<file path="config.mk">
export PLATFORM = sky130hd
export DESIGN_NAME = somador_serial
export DESIGN_NICKNAME = d
export VERILOG_FILES = /design/src/rtl/somador_serial.sv
export SDC_FILE = /design/constraint.sdc
export NUM_CORES = 1
export LEC_CHECK = 0
export ABC_CLOCK_PERIOD_IN_PS = 1500
export CORE_MARGIN = 5
export CORE_UTILIZATION = 51
export CTS_CLUSTER_SIZE = 30
export DETAILED_ROUTE_END_ITERATION = 8
export GPL_TIMING_DRIVEN = 0
export MAX_ROUTING_LAYER = met4
export PLACE_DENSITY = 0.78
export SYNTH_ARGS = -nofsm -noshare
export SYNTH_HDL_FRONTEND = slang
export SYNTH_HIERARCHICAL = 1
export SYNTH_SLANG_ARGS = --single-unit
</file>
<file path="constraint.sdc">
create_clock -name clk -period 1.5 [get_ports clk]
set_clock_uncertainty 0.05 [all_clocks]
set_input_delay 0.3 -clock clk [delete_from_list [all_inputs] [get_ports clk]]
set_output_delay 0.3 -clock clk [all_outputs]
set_load 0.05 [all_outputs]
</file>
<file path="src/rtl/somador_serial.sv">
// Bit-serial WIDTH-bit adder: one full-adder cell, LSB first, carry held in a flop.
// Optional signed-overflow output is enabled by defining SOMADOR_SERIAL_OVF_EN.

module somador_completo_case (
  input  logic a,
  input  logic b,
  input  logic cin,
  output logic s,
  output logic cout
);
  always_comb begin
    s    = 1'b0;
    cout = 1'b0;
    case ({a, b, cin})
      3'b000: begin s = 1'b0; cout = 1'b0; end
      3'b001: begin s = 1'b1; cout = 1'b0; end
      3'b010: begin s = 1'b1; cout = 1'b0; end
      3'b011: begin s = 1'b0; cout = 1'b1; end
      3'b100: begin s = 1'b1; cout = 1'b0; end
      3'b101: begin s = 1'b0; cout = 1'b1; end
      3'b110: begin s = 1'b0; cout = 1'b1; end
      3'b111: begin s = 1'b1; cout = 1'b1; end
      default: begin s = 1'b0; cout = 1'b0; end
    endcase
  end
endmodule

module somador_serial #(
  parameter int WIDTH = 8
) (
  input  logic             clk,
  input  logic             rst_n,
  input  logic             in_valid,
  output logic             in_ready,
  input  logic [WIDTH-1:0] a,
  input  logic [WIDTH-1:0] b,
  input  logic             cin,
  output logic             out_valid,
  input  logic             out_ready,
  output logic [WIDTH-1:0] soma,
  output logic             cout
`ifdef SOMADOR_SERIAL_OVF_EN
  ,
  output logic             ovf
`endif
);
  localparam int CNT_W = $clog2(WIDTH);
  localparam logic [CNT_W-1:0] CNT_LAST = CNT_W'(WIDTH - 1);

  typedef enum logic [1:0] {OCIOSO, SOMA, PRONTO} estado_t;

  estado_t          state_q, state_d;
  logic [CNT_W-1:0] cnt_q, cnt_d;
  logic             carry_q, carry_d;
  logic [WIDTH-1:0] a_sh_q, a_sh_d;
  logic [WIDTH-1:0] b_sh_q, b_sh_d;
  logic [WIDTH-1:0] s_sh_q, s_sh_d;
  logic [WIDTH-1:0] soma_q, soma_d;
  logic             cout_q, cout_d;
  logic             out_valid_q, out_valid_d;
`ifdef SOMADOR_SERIAL_OVF_EN
  logic             ovf_q, ovf_d;
`endif

  logic fa_s, fa_cout;

  somador_completo_case u_fa (
    .a    (a_sh_q[0]),
    .b    (b_sh_q[0]),
    .cin  (carry_q),
    .s    (fa_s),
    .cout (fa_cout)
  );

  // NOTE: every _d gets a default first so no path through this block infers a latch.
  always_comb begin
    state_d     = state_q;
    cnt_d       = cnt_q;
    carry_d     = carry_q;
    a_sh_d      = a_sh_q;
    b_sh_d      = b_sh_q;
    s_sh_d      = s_sh_q;
    soma_d      = soma_q;
    cout_d      = cout_q;
    out_valid_d = out_valid_q;
`ifdef SOMADOR_SERIAL_OVF_EN
    ovf_d       = ovf_q;
`endif
    case (state_q)
      OCIOSO: begin
        if (in_valid) begin
          a_sh_d  = a;
          b_sh_d  = b;
          carry_d = cin;
          cnt_d   = '0;
          state_d = SOMA;
        end
      end
      SOMA: begin
        a_sh_d  = a_sh_q >> 1;
        b_sh_d  = b_sh_q >> 1;
        s_sh_d  = {fa_s, {(WIDTH-1){1'b0}}} | (s_sh_q >> 1);
        carry_d = fa_cout;
        if (cnt_q == CNT_LAST) begin
          // Last bit pair: publish the result instead of letting cnt wrap.
          soma_d      = s_sh_d;
          cout_d      = fa_cout;
          out_valid_d = 1'b1;
          state_d     = PRONTO;
`ifdef SOMADOR_SERIAL_OVF_EN
          ovf_d       = carry_q ^ fa_cout;
`endif
        end else begin
          cnt_d = cnt_q + 1'b1;
        end
      end
      PRONTO: begin
        if (out_ready) begin
          out_valid_d = 1'b0;
          state_d     = OCIOSO;
        end
      end
      default: state_d = OCIOSO;
    endcase
  end

  // NOTE: reset is synchronous, so it lives inside the clocked branch and not the sensitivity list.
  always_ff @(posedge clk) begin
    if (!rst_n) begin
      state_q     <= OCIOSO;
      cnt_q       <= '0;
      carry_q     <= 1'b0;
      a_sh_q      <= '0;
      b_sh_q      <= '0;
      s_sh_q      <= '0;
      soma_q      <= '0;
      cout_q      <= 1'b0;
      out_valid_q <= 1'b0;
`ifdef SOMADOR_SERIAL_OVF_EN
      ovf_q       <= 1'b0;
`endif
    end else begin
      state_q     <= state_d;
      cnt_q       <= cnt_d;
      carry_q     <= carry_d;
      a_sh_q      <= a_sh_d;
      b_sh_q      <= b_sh_d;
      s_sh_q      <= s_sh_d;
      soma_q      <= soma_d;
      cout_q      <= cout_d;
      out_valid_q <= out_valid_d;
`ifdef SOMADOR_SERIAL_OVF_EN
      ovf_q       <= ovf_d;
`endif
    end
  end

  // in_ready is gated by rst_n so it drops immediately while reset is asserted.
  assign in_ready  = rst_n && (state_q == OCIOSO);
  assign out_valid = out_valid_q;
  assign soma      = soma_q;
  assign cout      = cout_q;
`ifdef SOMADOR_SERIAL_OVF_EN
  assign ovf       = ovf_q;
`endif

endmodule

</file>
==> metrics <==
status finished, violations left; failing checks negative setup slack; Worst-path clk slew 0.12 ns; Core Region about 3300 sq um; HPWL Detailed 2460 um; RSZ-0062 raised after global routing yes; post-synthesis register bit count 39; # DRC 0; Pwr Density between 800 and 900 nW/um^2; Yosys cell types 26; # IOs 32; Avg Vias per Cell between 5 and 6; fin cells approximately 280; routability-driven placement congestion ratio between 0.7 and 0.8; cells after synthesis ~200; vias in the first global route ~1300; Net Count, Synth between 200 and 250; synthesized cell area ~1700 sq um; Max Cap Viol 0; CP max FO 3; Max IR drop VDD ~730 uV; Routed WL 3470 um; Tmin final around 1.5 ns; Tcrit/Tclk final 103%; initial core utilization ~52%; critical path class reg2out; setup TNS -0.0498 ns; remaining global-route overflow 0; Slew Limit Fails 0; Iteration-0 DRC Markers 49; top cells by count, synth dfxtp_1, nand2_1, nor2_1; layout cell share with drive strength beyond 1 between 10% and 20%; Hold WC Path Type reg2reg; via count about 1500; Worst-Skew Late Latency 0.34 ns; Final Instance Area 2240 sq um; Max-slew headroom about 66%; ANT nets after route 0; layout overhead on the synthesized area 28.1%; GRT Resource Usage Total approximately 17%; Worst Setup End Kind primary output; Req. time, crit path about 1.2 ns; hold_buf cts 0; WP data arrival 1.20 ns; clock buffer depth 2; largest net degree at the start of global routing 16; Place WS -0.610 ns; Synth area leader dfxtp_1; area of the die 4700 sq um; fmax around 0.65 GHz; Final Setup Violations 1; DRT Pass-1 Iters 4; CTS Buf Count 5; nets@finish 260; initial antenna violation count 0; fraction of registers with async set/reset 0%; Die Span Y slightly below 70 um; Final WS setup -0.0498 ns; Root Buffer clkbuf_4; final hold vios 0; TritonCTS clock tree built; Syn Area/Cell 8.96 sq um; # rows 21; Worst setup SP type flop; Post-Place Cells ~270; top-count cell post-synth dfxtp_1; ant diodes 0; share of the synthesized area in the top cell type ~45%; dominant cells by area after synthesis dfxtp_1, mux2i_1, a211oi_1; Slew @ Worst Pin ~0.5 ns; Placed Area around 2100 sq um; Clock Sinks 39; Synth Warn # 6; Die Span X ~70 um; Port Buffer Count 31; post-synthesis sequential area ratio roughly 45%; EDFF count, synth 0; fin util between 60% and 70%; WL/cell 12.4 um; first-pass GRT wire length 5910 um; Lkg Pwr 0.873 nW; H-tree lvl count 2; main flop type after synthesis dfxtp_1
[worst max-delay path, cell delays in order (launching register included)]
cell	delay (ns)
dfxtp_2	0.35
buf_6	0.11
nand2b_4	0.14
nor2_4	0.11
buf_8	0.15
[final timing paths]
| kind | start | endpoint | slack [ns] | cells after the start |
|---|---|---|---|---|
| max | state_q[1] | in_ready | -0.05 | 4 |
| min reg2reg | soma[3] | soma[3] | 0.41 | 2 |
| min | soma[3] | soma[3] | 0.41 | 2 |
| max reg2reg | cnt_q[0] | cout | 0.07 | 6 |
[layer usage]
metal / up-vias / GRT usage, % / part of all wire [%]
met2: 24 / 26.8 / 47
li1: 753 / - / -
met3: 6 / 4.86 / 4.1
met4: 0 / 6.20 / 1.5
met1: 677 / 21.2 / 48
met5: - / - / 0
[flip-flops by register name, indices dropped and copies added, names as in the netlist]
| register | cells |
|---|---|
| b_sh_q | 8 |
| s_sh_q | 7 |
| a_sh_q | 8 |
| out_valid | 1 |
| state_q | 2 |
| cout | 1 |
| soma | 8 |
| carry_q | 1 |
| cnt_q | 3 |
[placed cells by master (no fill, tap or decap), types with 2 or more instances in the layout]
cell             count
ha_2                 2
clkinv_2             3
clkdlybuf4s15_2     10
nand4bb_1            2
dfxtp_1             35
buf_8                2
clkbuf_4             5
buf_6                5
inv_1                4
clkdlybuf4s50_1     20
dfxtp_2              3
nor2_1              20
a211oi_1            15
o21ai_1              3
ha_1                 3
a21oi_1             21
buf_2                2
a31oi_1              3
buf_4                6
nand2_1             27
mux2i_1             17
nand3_1             12
[layout make-up]
cell class | count | area, sq um
well taps | 46 | 57.6
flip-flops and latches | 39 | 788
repair buffers | 34 | 350
inverters | 4 | 15.0
multi-input cells | 137 | 862
plain buffers | 13 | 113
clock inverters | 3 | 15.0
fillers | 305 | 1100
clock buffers | 5 | 37.5
[where the power goes]
group	internal [mW]	leakage, nW	switching (mW)
sequential	1.08	0.321	0.0391
clock	0.175	0.0347	0.341
combinational	0.151	0.517	0.133
total	1.41	0.873	0.513
[per-stage QoR]
stage / hold slack [ns] / power (mW)
after floorplan: 0.387 / 1.33
after global placement: 0.392 / 1.42
after detailed placement: 0.396 / 1.43
after CTS: 0.412 / 1.93
after global routing: 0.431 / 2.01
final: 0.411 / 1.92
[cells by family (layout without fill, tap and decap cells)]
logic type      Yosys count  count (layout)  share of synthesized area, %
simple gates             70              70                          18.3
compound gates           44              44                          15.4
flops                    39              39                          44.7
buf+inv                  19              59                          7.80
mux                      17              17                          9.73
fa+ha+maj                 5               5                          3.58
xor+xnor                  1               1                         0.501
[timing repair]
item / in CTS / in global routing
gates resized for setup: 47 / 9
buffers inserted: 1 / 2
pin swaps: 0 / 1
setup endpoints to repair: 20 / 9
Power figures use the tool's default switching activity.
==> RTL change 1 (same flow settings) <==
`WIDTH`: 8 -> 4.
--- a/src/rtl/somador_serial.sv
+++ b/src/rtl/somador_serial.sv
@@ -26,7 +26,7 @@
 endmodule
 
 module somador_serial #(
-  parameter int WIDTH = 8
+  parameter int WIDTH = 4
 ) (
   input  logic             clk,
   input  logic             rst_n,
Interface: changed (resized a, b and soma); port bits go from 32 to 20. No check against the original RTL was run, so the function may have changed too.
==> RTL change 1 against the unedited design <==
- clock power fell by 11%
- final area fell by 40%
- via count down 40%
- critical path depth decreased by 1
- combinational power is 31% lower
- global-route usage increased by 0.44 points
- sequential cell count is 17 lower
- routed wire length decreased by 38%
- area after synthesis shrank 41%
- non-clock buffer count decreased by 19
- total power fell by 33%
- setup slack improved by 0.11 ns
- sequential power is 43% lower
- final cell count is 42% lower
- critical endpoint unchanged
- largest power group unchanged
==> RTL change 1: results (changes against the unedited design) <==
metric;value;unit;change
crit path DAT;1.09;ns;was 1.20 ns
count of endpoints failing setup in the final report;0;;was 1
path category of the worst min-delay check;primary input to flip-flop;;was flip-flop to flip-flop
Final min period;1.44;ns;was 1.55 ns
total clock network power;457;uW;was 516 uW
Hold Crit Endpoint;state_q[0];;was soma[3]
met2 WL;1.01;mm;was 1.62 mm
routing usage on met2;0.283;;was 0.268
cell count of the worst hold path;3;;was 2
outcome;completed;;was finished, violations left
detailed route wirelength on metal3;74;um;was 144 um
final estimated routing congestion in global placement;0.746;;was 0.775
mean number of vias per cell;5.30;;was 5.20
net load switching power;303;uW;was 513 uW
worst vdd ir;811;uV;was 735 uV
wire length of the first global-routing pass;3.65;mm;was 5.91 mm
synthesized instance count;112;;was 195
met1 routed wirelength after detailed routing;989;um;was 1.65 mm
Total GRT Usage;0.176;;was 0.172
met3 GRT Util;0.0349;;was 0.0486
pre-CTS setup slack;-0.600;ns;was -0.610 ns
number of cells traversed by the worst register-to-register path;4;;was 6
half-perimeter wire length of the detailed placement result;1.39;mm;was 2.46 mm
clock latency on the worst-skew pair;0.32;ns;was 0.34 ns
post-synth net total;129;;was 221
number of fill cells;172;;was 305
Iteration-0 DRC Markers;11;;was 49
multi-input gates;79;;was 137
total placed instance area;1250;um2;was 2120 um2
Fin Hold WS;0.275;ns;was 0.411 ns
synthesis-to-finish area growth;31.1;%;was 28.1%
RTL change 1: critical path, cell delays in order (launching register included):
cell	delay [ns]
sky130_fd_sc_hd__dfxtp_4	0.38
sky130_fd_sc_hd__nand2b_4	0.15
sky130_fd_sc_hd__nor2_4	0.09
sky130_fd_sc_hd__buf_8	0.15
RTL change 1: cells by family (layout without fill, tap and decap cells):
kind of cell,after synthesis,count (layout),synth area share
adders and majority gates,4,4,0.0487
buffers and inverters,11,36,0.0693
muxes,12,12,0.117
DFF,22,22,0.428
AOI/OAI and AO/OA,25,25,0.152
and+or+nand+nor,37,37,0.176
xor gates and xnor gates,1,1,0.00852
RTL change 1: repair_timing:
action                     in CTS  in global routing
setup endpoints to repair       7                  1
buffers inserted                2                  2
hold buffers                    0                  0
gates resized for setup        31                  4
pin swaps                       1                  1
==> RTL change 2 (same flow settings) <==
Made on the original files. Reset style: asynchronous (`rst_n`), changed in one clocked block.
--- a/src/rtl/somador_serial.sv
+++ b/src/rtl/somador_serial.sv
@@ -125,7 +125,7 @@
   end
 
   // NOTE: reset is synchronous, so it lives inside the clocked branch and not the sensitivity list.
-  always_ff @(posedge clk) begin
+  always_ff @(posedge clk or negedge rst_n) begin
     if (!rst_n) begin
       state_q     <= OCIOSO;
       cnt_q       <= '0;
Check against the original RTL: differs if rst_n is asserted again (counterexample within 10 cycles, from zero or initial values and one cycle with rst_n low); with rst_n held inactive, the same outputs for 10 cycles.
==> RTL change 2 against the unedited design <==
- the flow finishes with violations (negative hold slack, negative setup slack)
- area after synthesis up 6.2%
- setup slack worse by 0.11 ns
- count of clock-buffer cells in the layout up 1
- global-route usage up 3.0 points
- routed wire length up 36%
- die area up 5.3%
- sequential cell count unchanged
- non-clock buffer count up 12
- synthesized cell count down 29%
- core utilization up 7.6 points
- final area up 20%
Power is not compared: it rests on default switching activity, and its combinational part moved more than twofold at a synthesized area within 25%.
==> RTL change 2: results (changes against the unedited design) <==
metric;value;unit;change
clock latency on the worst-skew pair;0.30;ns;was 0.34 ns
Iteration-0 DRC Markers;82;;was 49
Total GRT Usage;0.202;;was 0.172
setup total negative slack;-0.812;ns;was -0.0498 ns
Worst Path Max Fanout;2;;was 3
Fin Hold WS;-0.0884;ns;was 0.411 ns
total instance count after detailed placement;218;;was 272
average detailed-routed wire length per instance;19.5;um;was 12.4 um
ranking of synthesized cells by area;sky130_fd_sc_hd__dfrtp_1, sky130_fd_sc_hd__mux2_2, sky130_fd_sc_hd__o221a_2, sky130_fd_sc_hd__or4b_1, sky130_fd_sc_hd__ha_1;;was sky130_fd_sc_hd__dfxtp_1, sky130_fd_sc_hd__mux2i_1, sky130_fd_sc_hd__a211oi_1, sky130_fd_sc_hd__a21oi_1, sky130_fd_sc_hd__nand2_1
core utilization of the finished layout;0.747;;was 0.671
delay of the slowest cell on the worst path;0.43;ns;was 0.35 ns
wire length of the first global-routing pass;7.41;mm;was 5.91 mm
worst setup slack after layout;-0.160;ns;was -0.0498 ns
failing checks;negative hold slack, negative setup slack;;was negative setup slack
antenna fix cells;0;;unchanged
Root Driver;sky130_fd_sc_hd__clkbuf_8;;was sky130_fd_sc_hd__clkbuf_4
fraction of final layout cells sized beyond drive strength 1;0.467;;was 0.191
final estimated routing congestion in global placement;0.815;;was 0.775
Critical Path Slowest Stage Cell;sky130_fd_sc_hd__dfrtp_2;;was sky130_fd_sc_hd__dfxtp_2
half-perimeter wire length of the detailed placement result;2.70;mm;was 2.46 mm
vias in the first global route;1482;;was 1340
total placed instance area;2240;um2;was 2120 um2
number of fill cells;219;;was 305
synthesized instance count;139;;was 195
mean number of vias per cell;5.78;;was 5.20
path category of the worst min-delay check;primary input to async pin;;was flip-flop to flip-flop
relative slew slack;0.671;;was 0.662
pin count of the biggest net entering global routing;41;;was 16
Lkg Pwr;1.20;nW;
top cells by count, synth;sky130_fd_sc_hd__dfrtp_1, sky130_fd_sc_hd__mux2_2, sky130_fd_sc_hd__o221a_2, sky130_fd_sc_hd__or4b_1;;was sky130_fd_sc_hd__dfxtp_1, sky130_fd_sc_hd__nand2_1, sky130_fd_sc_hd__nor2_1
portion of the post-synthesis area used by sequential elements;0.526;;was 0.447
clock-pin slew on the worst setup and hold paths;0.08;ns;was 0.12 ns
maximum level of the CTS H-tree;2;;unchanged
Final Hold Fails;39;;was 0
final cell count without fillers;243;;was 281
crit path DAT;1.31;ns;was 1.20 ns
count of endpoints failing setup in the final report;21;;was 1
outcome;finished, violations left;;unchanged
post-synth net total;165;;was 221
async set-or-reset flop fraction in the synthesized netlist;1.00;;was 0
[RTL change 2: final cells by class]
type	count	share of cell area
buffer	11	0.0469
sequential	39	0.363
timing repair buffer	48	0.175
tap	48	0.0223
clock inverter	2	0.0223
inverter	6	0.00836
multi-input combinational	83	0.335
clock buffer	6	0.0270
[RTL change 2: stage by stage]
step | worst slack, ns | power, mW
5_1_grt | -0.221 | 6.19
3_5_place_dp | -0.998 | 4.19
2_1_floorplan | -0.0350 | 3.52
4_1_cts | -0.150 | 5.46
6_report | -0.160 | 5.88
3_3_place_gp | -2.04 | 4.07
[RTL change 2: final timing paths]
path	start	to	slack, ns	depth (start not counted)
min reg2reg	soma[0]	soma[0]	0.48	1
min	rst_n	s_sh_q[4]	-0.09	1
max in group asynchronous	rst_n	state_q[0]	1.11	1
max	state_q[0]	in_ready	-0.16	4
max reg2reg	state_q[0]	a_sh_q[4]	-0.12	5
min in group clk	soma[0]	soma[0]	0.48	1
[RTL change 2: per-layer routing]
| metal | track usage | routed length [um] |
|---|---|---|
| met3 | 0.0417 | 218 |
| met2 | 0.322 | 2540 |
| met5 | - | 0 |
| met1 | 0.243 | 1860 |
| met4 | 0.0957 | 112 |
[RTL change 2: cell families (layout without fill, tap and decap cells)]
family | Yosys count | in the layout | share of synthesized area
buffers and inverters | 18 | 73 | 0.0553
XOR/XNOR | 1 | 1 | 0.00472
multiplexers | 16 | 16 | 0.0970
flip-flops | 39 | 39 | 0.526
adder cells (fa/ha/maj) | 5 | 5 | 0.0337
AO/OA/AOI/OAI | 26 | 26 | 0.136
AND/OR/NAND/NOR | 34 | 35 | 0.148
[RTL change 2: power groups by stage]
stage	Combinational, mW	Clock (mW)	Sequential (mW)
floorplan	1.31	0	2.21
global placement	2.21	0	1.87
detailed placement	2.29	0	1.90
CTS	2.54	1.05	1.88
global route	3.13	1.09	1.97
finish	2.94	1.04	1.91
[RTL change 2: timing repair]
| action | CTS | global route |
|---|---|---|
| gates resized for setup | 54 | 29 |
| cloned | 3 | 0 |
| setup buffers | 8 | 8 |
| endpoints found under the setup margin | 30 | 33 |
| endpoints found under the hold margin | 39 | 39 |
| pin swaps | 3 | 4 |
